## src/rtl/koa_iter_mult_pkg.sv

```systemverilog
// Shared definitions for the iterative Karatsuba significand multiplier.
// Holds the FSM state encoding and the state decode used for the ready flag.
package koa_iter_mult_pkg;

  typedef enum logic [2:0] {
    ST_IDLE    = 3'd0,
    ST_MUL_LO  = 3'd1,
    ST_MUL_HI  = 3'd2,
    ST_MUL_MID = 3'd3,
    ST_COMBINE = 3'd4,
    ST_DONE    = 3'd5
  } koa_state_t;

  function automatic logic is_ready_state(input koa_state_t s);
    return (s == ST_IDLE) || (s == ST_DONE);
  endfunction

endpackage

```

## src/rtl/koa_half_mult.sv

```systemverilog
// Combinational unsigned W x W -> 2W multiplier.
// One instance is time-shared across all three Karatsuba partial products.
module koa_half_mult #(
  parameter int W = 29
) (
  input  logic [W-1:0]   i_a,
  input  logic [W-1:0]   i_b,
  output logic [2*W-1:0] o_p
);

  assign o_p = {{W{1'b0}}, i_a} * {{W{1'b0}}, i_b};

endmodule

```

## src/rtl/koa_iter_mult.sv

```systemverilog
// Multi-cycle Karatsuba significand multiplier: AL*BL, AH*BH and (AH+AL)*(BH+BL)
// are formed one per cycle on a shared half-size multiplier, then combined.
module koa_iter_mult
  import koa_iter_mult_pkg::*;
#(
  parameter int SW = 56
) (
  input  logic            clk,
  input  logic            rst,
  input  logic            start_i,
  input  logic [SW-1:0]   Data_A_i,
  input  logic [SW-1:0]   Data_B_i,
  output logic            ready_o,
  output logic            done_o,
  output logic [2*SW-1:0] sgf_result_o
);

  localparam int LW = SW / 2;
  localparam int HW = SW - LW;
  localparam int MW = HW + 1;
  localparam int RW = 2 * SW;

  koa_state_t       r_state;
  koa_state_t       w_next;
  logic [SW-1:0]    r_a;
  logic [SW-1:0]    r_b;
  logic [2*LW-1:0]  r_p0;
  logic [2*HW-1:0]  r_p2;
  logic [2*MW-1:0]  r_p1;
  logic [RW-1:0]    r_result;
  logic             r_done;
  logic             r_ready;

  logic [HW-1:0]    w_ah;
  logic [HW-1:0]    w_bh;
  logic [LW-1:0]    w_al;
  logic [LW-1:0]    w_bl;
  logic [MW-1:0]    w_mul_a;
  logic [MW-1:0]    w_mul_b;
  logic [2*MW-1:0]  w_prod;
  logic             w_accept;
  logic [RW-1:0]    w_p0_x;
  logic [RW-1:0]    w_p1_x;
  logic [RW-1:0]    w_p2_x;
  logic [RW-1:0]    w_mid;
  logic [RW-1:0]    w_sum;

  assign w_ah     = r_a[SW-1:LW];
  assign w_al     = r_a[LW-1:0];
  assign w_bh     = r_b[SW-1:LW];
  assign w_bl     = r_b[LW-1:0];
  assign w_accept = start_i & r_ready;

  // Shared multiplier operand select; low halves are zero-extended for odd SW.
  always_comb begin
    w_mul_a = {MW{1'b0}};
    w_mul_b = {MW{1'b0}};
    case (r_state)
      ST_MUL_LO: begin
        w_mul_a = {{(MW-LW){1'b0}}, w_al};
        w_mul_b = {{(MW-LW){1'b0}}, w_bl};
      end
      ST_MUL_HI: begin
        w_mul_a = {1'b0, w_ah};
        w_mul_b = {1'b0, w_bh};
      end
      ST_MUL_MID: begin
        w_mul_a = {1'b0, w_ah} + {{(MW-LW){1'b0}}, w_al};
        w_mul_b = {1'b0, w_bh} + {{(MW-LW){1'b0}}, w_bl};
      end
      default: begin
        w_mul_a = {MW{1'b0}};
        w_mul_b = {MW{1'b0}};
      end
    endcase
  end

  koa_half_mult #(.W(MW)) u_half_mult (
    .i_a (w_mul_a),
    .i_b (w_mul_b),
    .o_p (w_prod)
  );

  // The exact product fits in 2*SW bits, so modular 2*SW-bit arithmetic
  // gives the same value as the wider sum with its zero upper bits dropped.
  assign w_p0_x = {{(RW-2*LW){1'b0}}, r_p0};
  assign w_p1_x = {{(RW-2*MW){1'b0}}, r_p1};
  assign w_p2_x = {{(RW-2*HW){1'b0}}, r_p2};
  assign w_mid  = w_p1_x - w_p2_x - w_p0_x;
  assign w_sum  = (w_p2_x << (2*LW)) + (w_mid << LW) + w_p0_x;

  // Next-state logic; new work is accepted only from IDLE or DONE.
  always_comb begin
    w_next = r_state;
    case (r_state)
      ST_IDLE: begin
        if (w_accept) w_next = ST_MUL_LO;
        else          w_next = ST_IDLE;
      end
      ST_MUL_LO:  w_next = ST_MUL_HI;
      ST_MUL_HI:  w_next = ST_MUL_MID;
      ST_MUL_MID: w_next = ST_COMBINE;
      ST_COMBINE: w_next = ST_DONE;
      ST_DONE: begin
        if (w_accept) w_next = ST_MUL_LO;
        else          w_next = ST_IDLE;
      end
      default:    w_next = ST_IDLE;
    endcase
  end

  // State, operand, partial-product and result registers.
  always_ff @(posedge clk or posedge rst) begin
    if (rst) begin
      r_state  <= ST_IDLE;
      r_ready  <= 1'b1;
      r_done   <= 1'b0;
      r_a      <= {SW{1'b0}};
      r_b      <= {SW{1'b0}};
      r_p0     <= {(2*LW){1'b0}};
      r_p2     <= {(2*HW){1'b0}};
      r_p1     <= {(2*MW){1'b0}};
      r_result <= {RW{1'b0}};
    end else begin
      r_state <= w_next;
      r_ready <= is_ready_state(w_next);
      r_done  <= (r_state == ST_COMBINE);
      if (w_accept) begin
        r_a <= Data_A_i;
        r_b <= Data_B_i;
      end
      case (r_state)
        ST_MUL_LO:  r_p0     <= w_prod[2*LW-1:0];
        ST_MUL_HI:  r_p2     <= w_prod[2*HW-1:0];
        ST_MUL_MID: r_p1     <= w_prod;
        ST_COMBINE: r_result <= w_sum;
        default: ;
      endcase
    end
  end

  assign ready_o      = r_ready;
  assign done_o       = r_done;
  assign sgf_result_o = r_result;

endmodule

```

## config.mk

```make
export PLATFORM = sky130hd
export DESIGN_NAME = koa_iter_mult
export DESIGN_NICKNAME = d
export VERILOG_FILES = /design/src/rtl/koa_iter_mult_pkg.sv /design/src/rtl/koa_half_mult.sv /design/src/rtl/koa_iter_mult.sv
export SDC_FILE = /design/constraint.sdc
export NUM_CORES = 2
export LEC_CHECK = 0
export BUFFER_PORTS_ARGS = -buffer_cell sky130_fd_sc_hd__buf_2
export CORE_MARGIN = 2
export CORE_UTILIZATION = 39
export DETAILED_ROUTE_END_ITERATION = 8
export GPL_ROUTABILITY_DRIVEN = 1
export GPL_TIMING_DRIVEN = 0
export SETUP_SLACK_MARGIN = 0.02
export SYNTH_ARGS = -nofsm -noshare
export SYNTH_HDL_FRONTEND = slang
export SYNTH_SLANG_ARGS = --single-unit
```

## constraint.sdc

```tcl
create_clock -name clk -period 19.6 [get_ports clk]
set_clock_uncertainty 0.1 [all_clocks]
set_input_delay 3.92 -clock clk [delete_from_list [all_inputs] [get_ports clk]]
set_output_delay 3.92 -clock clk [all_outputs]
set_load 0.05 [all_outputs]
```

# ---- After elaboration in Yosys (flattened, before gate mapping)
# Index checks and enable logic that the tools add are counted.
dict set report totals {
  reg_bits 399
  in_bits 115
  out_inout_bits 114
  elab_cells 31
}
dict set report classes {
  addsub 6
  multipliers 1
  eq_ne 6
  mux 4
  n_bitwise 1
  reduce_logical 4
}
# op n
set op_table {}
lappend op_table {{$pmux W29 S3} 2}
lappend op_table {{$add A112 B112 Y112} 1}
lappend op_table {{$add A112 B56 Y112} 1}
lappend op_table {{$sub A59 B57 Y60} 1}
lappend op_table {{$sub A58 B56 Y59} 1}
lappend op_table {{$add A28 B28 Y29} 2}
lappend op_table {{$mul A29 B29 Y58} 1}
lappend op_table {{$pmux W3 S5} 1}
lappend op_table {{$eq A3 B3 Y1 const B} 3}
lappend op_table {{$eq A3 B2 Y1 const B} 2}
lappend op_table {{$logic_not A3 Y1} 2}
lappend op_table {{$eq A3 B1 Y1 const B} 1}
lappend op_table {{$reduce_or A2 Y1} 1}
lappend op_table {{$and A1 B1 Y1} 1}
lappend op_table {{$logic_or A1 B1 Y1} 1}
lappend op_table {{$mux W1} 1}

# ---- Logic depth before layout (Yosys ltp)
dict set report logic_depth {
  depth_word 5
  depth_mapped 46
  ltp_nobuf 44
}

# ---- Cells and area by module
# Synthesis repeated with hierarchy kept, for this count alone.
dict set report unflattened {
  hier_cells 6757
  hier_area_um2 57998.1
}
# mod instances cells_each area_each_um2 seq_area_each_um2
set modules_own_cells {}
lappend modules_own_cells {koa_iter_mult 1 3557 29921.2 9985.8}
lappend modules_own_cells {koa_half_mult 1 3200 28076.9 0.0}

# ---- Worst setup path after synthesis
# OpenSTA, ideal clock, no wires.
dict set report synth_path {
  kind {register -> register}
  from {register r_b[0]}
  to {register r_p1[56]}
  arrival_ps 9488
  t_required_ps 19366
  setup_slack_ps 9878
  path_stages_with_launch 40
  path_cell_list {dfrtp_1 ha_1 inv_1 fa_1 nor2b_1 o21ai_0 a21boi_0 o21a_1 o21ai_1 a21oi_1 o211a_1 o21a_1 nor3_1 a221oi_1 clkbuf_1 clkbuf_1 nor2_1 fa_1 [... 4 more ...] inv_1 fa_1 fa_1 fa_1 inv_1 fa_1 inv_1 ha_1 or2_2 a311oi_1 o22ai_1 o2111ai_1 a211oi_1 o31ai_1 nand2_1 a311oi_1 xor2_1 o21ai_0}
}
dict set report synth_via {
  elab_chain_cells 3
}
# item line
set synth_rtl {}
lappend synth_rtl {{start: declaration} koa_iter_mult.sv:26} ;# logic [SW-1:0] r_b;
lappend synth_rtl {{start signal: assignment} koa_iter_mult.sv:119} ;# r_b <= {SW{1'b0}};
lappend synth_rtl {{start signal: assignment} koa_iter_mult.sv:130} ;# r_b <= Data_B_i;
lappend synth_rtl {{$add A28 B28 Y29} koa_iter_mult.sv:69} ;# w_mul_b = {1'b0, w_bh} + {{(MW-LW){1'b0}}, w_bl};
lappend synth_rtl {{$pmux W29 S3 (*)} koa_iter_mult.sv:58} ;# case (r_state)
lappend synth_rtl {{$mul A29 B29 Y58 (*)} koa_half_mult.sv:11} ;# assign o_p = {{W{1'b0}}, i_a} * {{W{1'b0}}, i_b};
lappend synth_rtl {{end signal: assignment} koa_iter_mult.sv:122} ;# r_p1 <= {(2*MW){1'b0}};
lappend synth_rtl {{end signal: assignment} koa_iter_mult.sv:135} ;# ST_MUL_MID: r_p1 <= w_prod;
lappend synth_rtl {{end: declaration} koa_iter_mult.sv:29} ;# logic [2*MW-1:0] r_p1;
# Every way passes the cells marked *; elsewhere a longest branch is shown, timed or not.
# A chain may end at the register's enable or synchronous reset.

# ---- Worst setup path after layout
dict set report layout_path {
  from {register r_b[0]}
  to {register r_p1[54]}
}
# The elaborated chain is that of the path after synthesis.

==> impl_metrics.ini <==
[outcome]
status = finished with violations
violations = capacitance limit, slew limit

[worst_setup_path]
crit_start = r_b[0]
ff2ff_setup_slack_ns = 6.88
r2r_start = r_b[0]
crit_required_ns = 20.01
path_delay_family = adder cells
crit_type = flop to flop
crit_end = r_p1[54]
cp-end-kind = flop
critPathLaunchType = flop
critPathMaxFanout = 10
max_stage_delay_ns = 0.82
cp_slowest_cell = a221oi_1
reg2reg_depth = 40
cp_common_cell = fa_1
cp_num_cells = 40
path_buf_inv = 7
cp.arrival_ns = 13.13
timing.rr.end = r_p1[54]

[cells_and_area]
syn2layout_area_growth_pct = 9.18
final_nets = 8301
final_area_um2 = 61800
post_route_cells_drive_above_1_share = 0.0754
layout.cells.non_filler = 8902
nFillCells = 14600
fin_util = 0.430

[drt]
top_layer = met5
drt_first_pass_iters = 8
wl_met1_um = 87700
drc = 0
drt_wl_total_um = 210000
wl_met3_um = 14900
wl_met2_um = 95100
final_antenna_net_count = 0
wl_per_cell_um = 23.6
drtIter0Drc = 3597
vias = 48600
vias_per_cell = 5.45

[global_route]
grt_overflow = 0
antenna_found_initial = 5
first_global_vias = 49200
grt_start_max_net_pins = 121
track_usage = 0.283
grt_pass1_wl_um = 314000

[yosys]
synth_area_um2 = 56600
ys_ff_latch = 399
synth_nets = 8017
netlist_instances = 6676
avgSynthCellArea_um2 = 8.49
synth_edf_count = 0
synthTopCellsByArea = fa_1 (26%), dfrtp_1 (18%), ha_1 (11%), inv_1 (6.6%), nand2_1 (6.4%)
synthArstFlopShare = 1.00
ys_types = 91
yosysMostFrequentCell = inv_1
ys.warnings.count = 0
synth_top_flop_cell = dfrtp_1
synth_top_area_cell = fa_1
synth_top_area_frac = 0.258
ys_seq_area_frac = 0.176
synth_common_cells = inv_1 (1000), nand2_1 (963), fa_1 (729)

[clock_network]
htree_levels = 2
cts_tree = built
cts_setup_buffers = 0
cts_buffers = 46
cts-root-buf = clkbuf_16
clkSlewWorstSetupHoldPaths_ns = 0.06
insertion_delay_ns = 0.65
clk_path_buf_depth = 3
cts_resized = 0
holdBufCountCts = 0
clock_sinks = 399

[placed_design]
dpl-instance-area_um2 = 60300
globalplace.congestion = 1.02
port_buffers = 228
dp.cells = 8815
dp_hpwl_um = 179000

[timing]
finalCriticalPeriod_ns = 12.72
setup_tns_ns = 0
slew_viol_final = 11
setup_viol = 0
fmaxAchievable_mhz = 78.6
rsz0062_at_grt = false
min_period_over_period = 0.649
slew_headroom = -0.0234
hold_viol = 0
worstMarginPinSlew_ns = 1.54

[floorplanning]
num_rows = 139
die_w_um = 385
dieHeight_um = 385
start_util = 0.394
floorplan.core_area_um2 = 144000
die-area_um2 = 148000
io_pins = 229

[min_path]
hold_depth = 2
hp-class = flop to flop

[run]
drv_cap = 2
==> state kept, by name, summed over array words and instances (netlist names) <==
register      flops
r_a              56
done_o            1
r_p2             56
r_state           3
sgf_result_o    112
ready_o           1
r_b              56
r_p0             56
r_p1             58
==> worst register-to-register path: cells and delay by family, from the launching register on <==
kind / cells / cell delay (ns)
simple gates: 7 / 1.15
xor+xnor: 1 / 0.25
fa+ha+maj: 11 / 5.17
compound gates: 14 / 3.72
flops: 1 / 0.44
buf+inv: 7 / 1.75
==> logic make-up (layout without fill, tap and decap cells) <==
logic type               count (synthesis)  in the layout  share of synthesized area
AO/OA/AOI/OAI                         1371           1371                      0.151
AND/OR/NAND/NOR                       1951           1951                      0.148
multiplexers                           133            133                     0.0262
flip-flops                             399            399                      0.176
buffers and inverters                 1325           1642                     0.0891
XOR/XNOR                               271            271                     0.0419
adder cells (fa/ha/maj)               1226           1226                      0.367
other                                    0              6                          0
==> cell type report <==
cell class | instances | area (µm²) | share of cell area
Multi-Input combinational cell | 4952 | 41600 | 0.673
Sequential cell | 399 | 9990 | 0.161
Inverter | 1001 | 3760 | 0.0609
Tap cell | 1903 | 2380 | 0.0385
Clock buffer | 66 | 1320 | 0.0213
Buffer | 324 | 1290 | 0.0209
Timing Repair Buffer | 236 | 1280 | 0.0207
Clock inverter | 15 | 175 | 0.00283
Antenna cell | 6 | 15.0 | 0.000243
==> placed cells by master, fill, tap and decap left out, types with 11 or more instances in the layout <==
cell and count:
o21a_1 44, mux2_2 120, o21ai_0 432, a21boi_0 15, clkbuf_1 289, inv_1 999, a22oi_1 22, nand3_1 58
xnor2_1 159, and3_1 33, nand2_1 963, fa_1 729, a31oi_1 37, and2_1 59, nor4_1 16, nor2_1 524
o31ai_1 14, a211oi_1 16, a311oi_1 12, o21ai_1 27, buf_2 254, mux2i_1 13, xor2_1 112, dfrtp_1 398
ha_1 497, buf_1 12, and4_1 11, a21oi_1 355, o21bai_1 51, nand4_1 56, nor2b_1 58, clkbuf_16 46
nand2b_1 60, a21o_1 198, nor3_1 59, or2_2 18, or3_1 16
==> through the flow <==
stage               hold WS (ns)  worst slack (ns)
floorplan                  0.350              4.49
global placement           0.358            0.0738
detailed placement         0.366              7.03
CTS                        0.378              7.05
global route               0.399              6.35
finish                     0.371              6.88
==> how the worst min path moves through the flow <==
stage	startpoint	to	slack (ns)
2_1_floorplan	r_p0[10]	r_p0[10]	0.35
3_3_place_gp	sgf_result_o[66]	sgf_result_o[66]	0.36
3_5_place_dp	sgf_result_o[67]	sgf_result_o[67]	0.37
4_1_cts	sgf_result_o[78]	sgf_result_o[78]	0.38
5_1_grt	sgf_result_o[52]	sgf_result_o[52]	0.40
6_report	sgf_result_o[90]	sgf_result_o[90]	0.37
==> routing by layer <==
metal  vias up  track usage
met3       421       0.0481
met2      1827        0.456
met1     24100        0.367
met5         -            0
li1      22200            -
met4         8        0.140
Power is left out: the tool's default activity adds up to more than one toggle a clock period on the data nets, which glitch-free logic cannot reach.
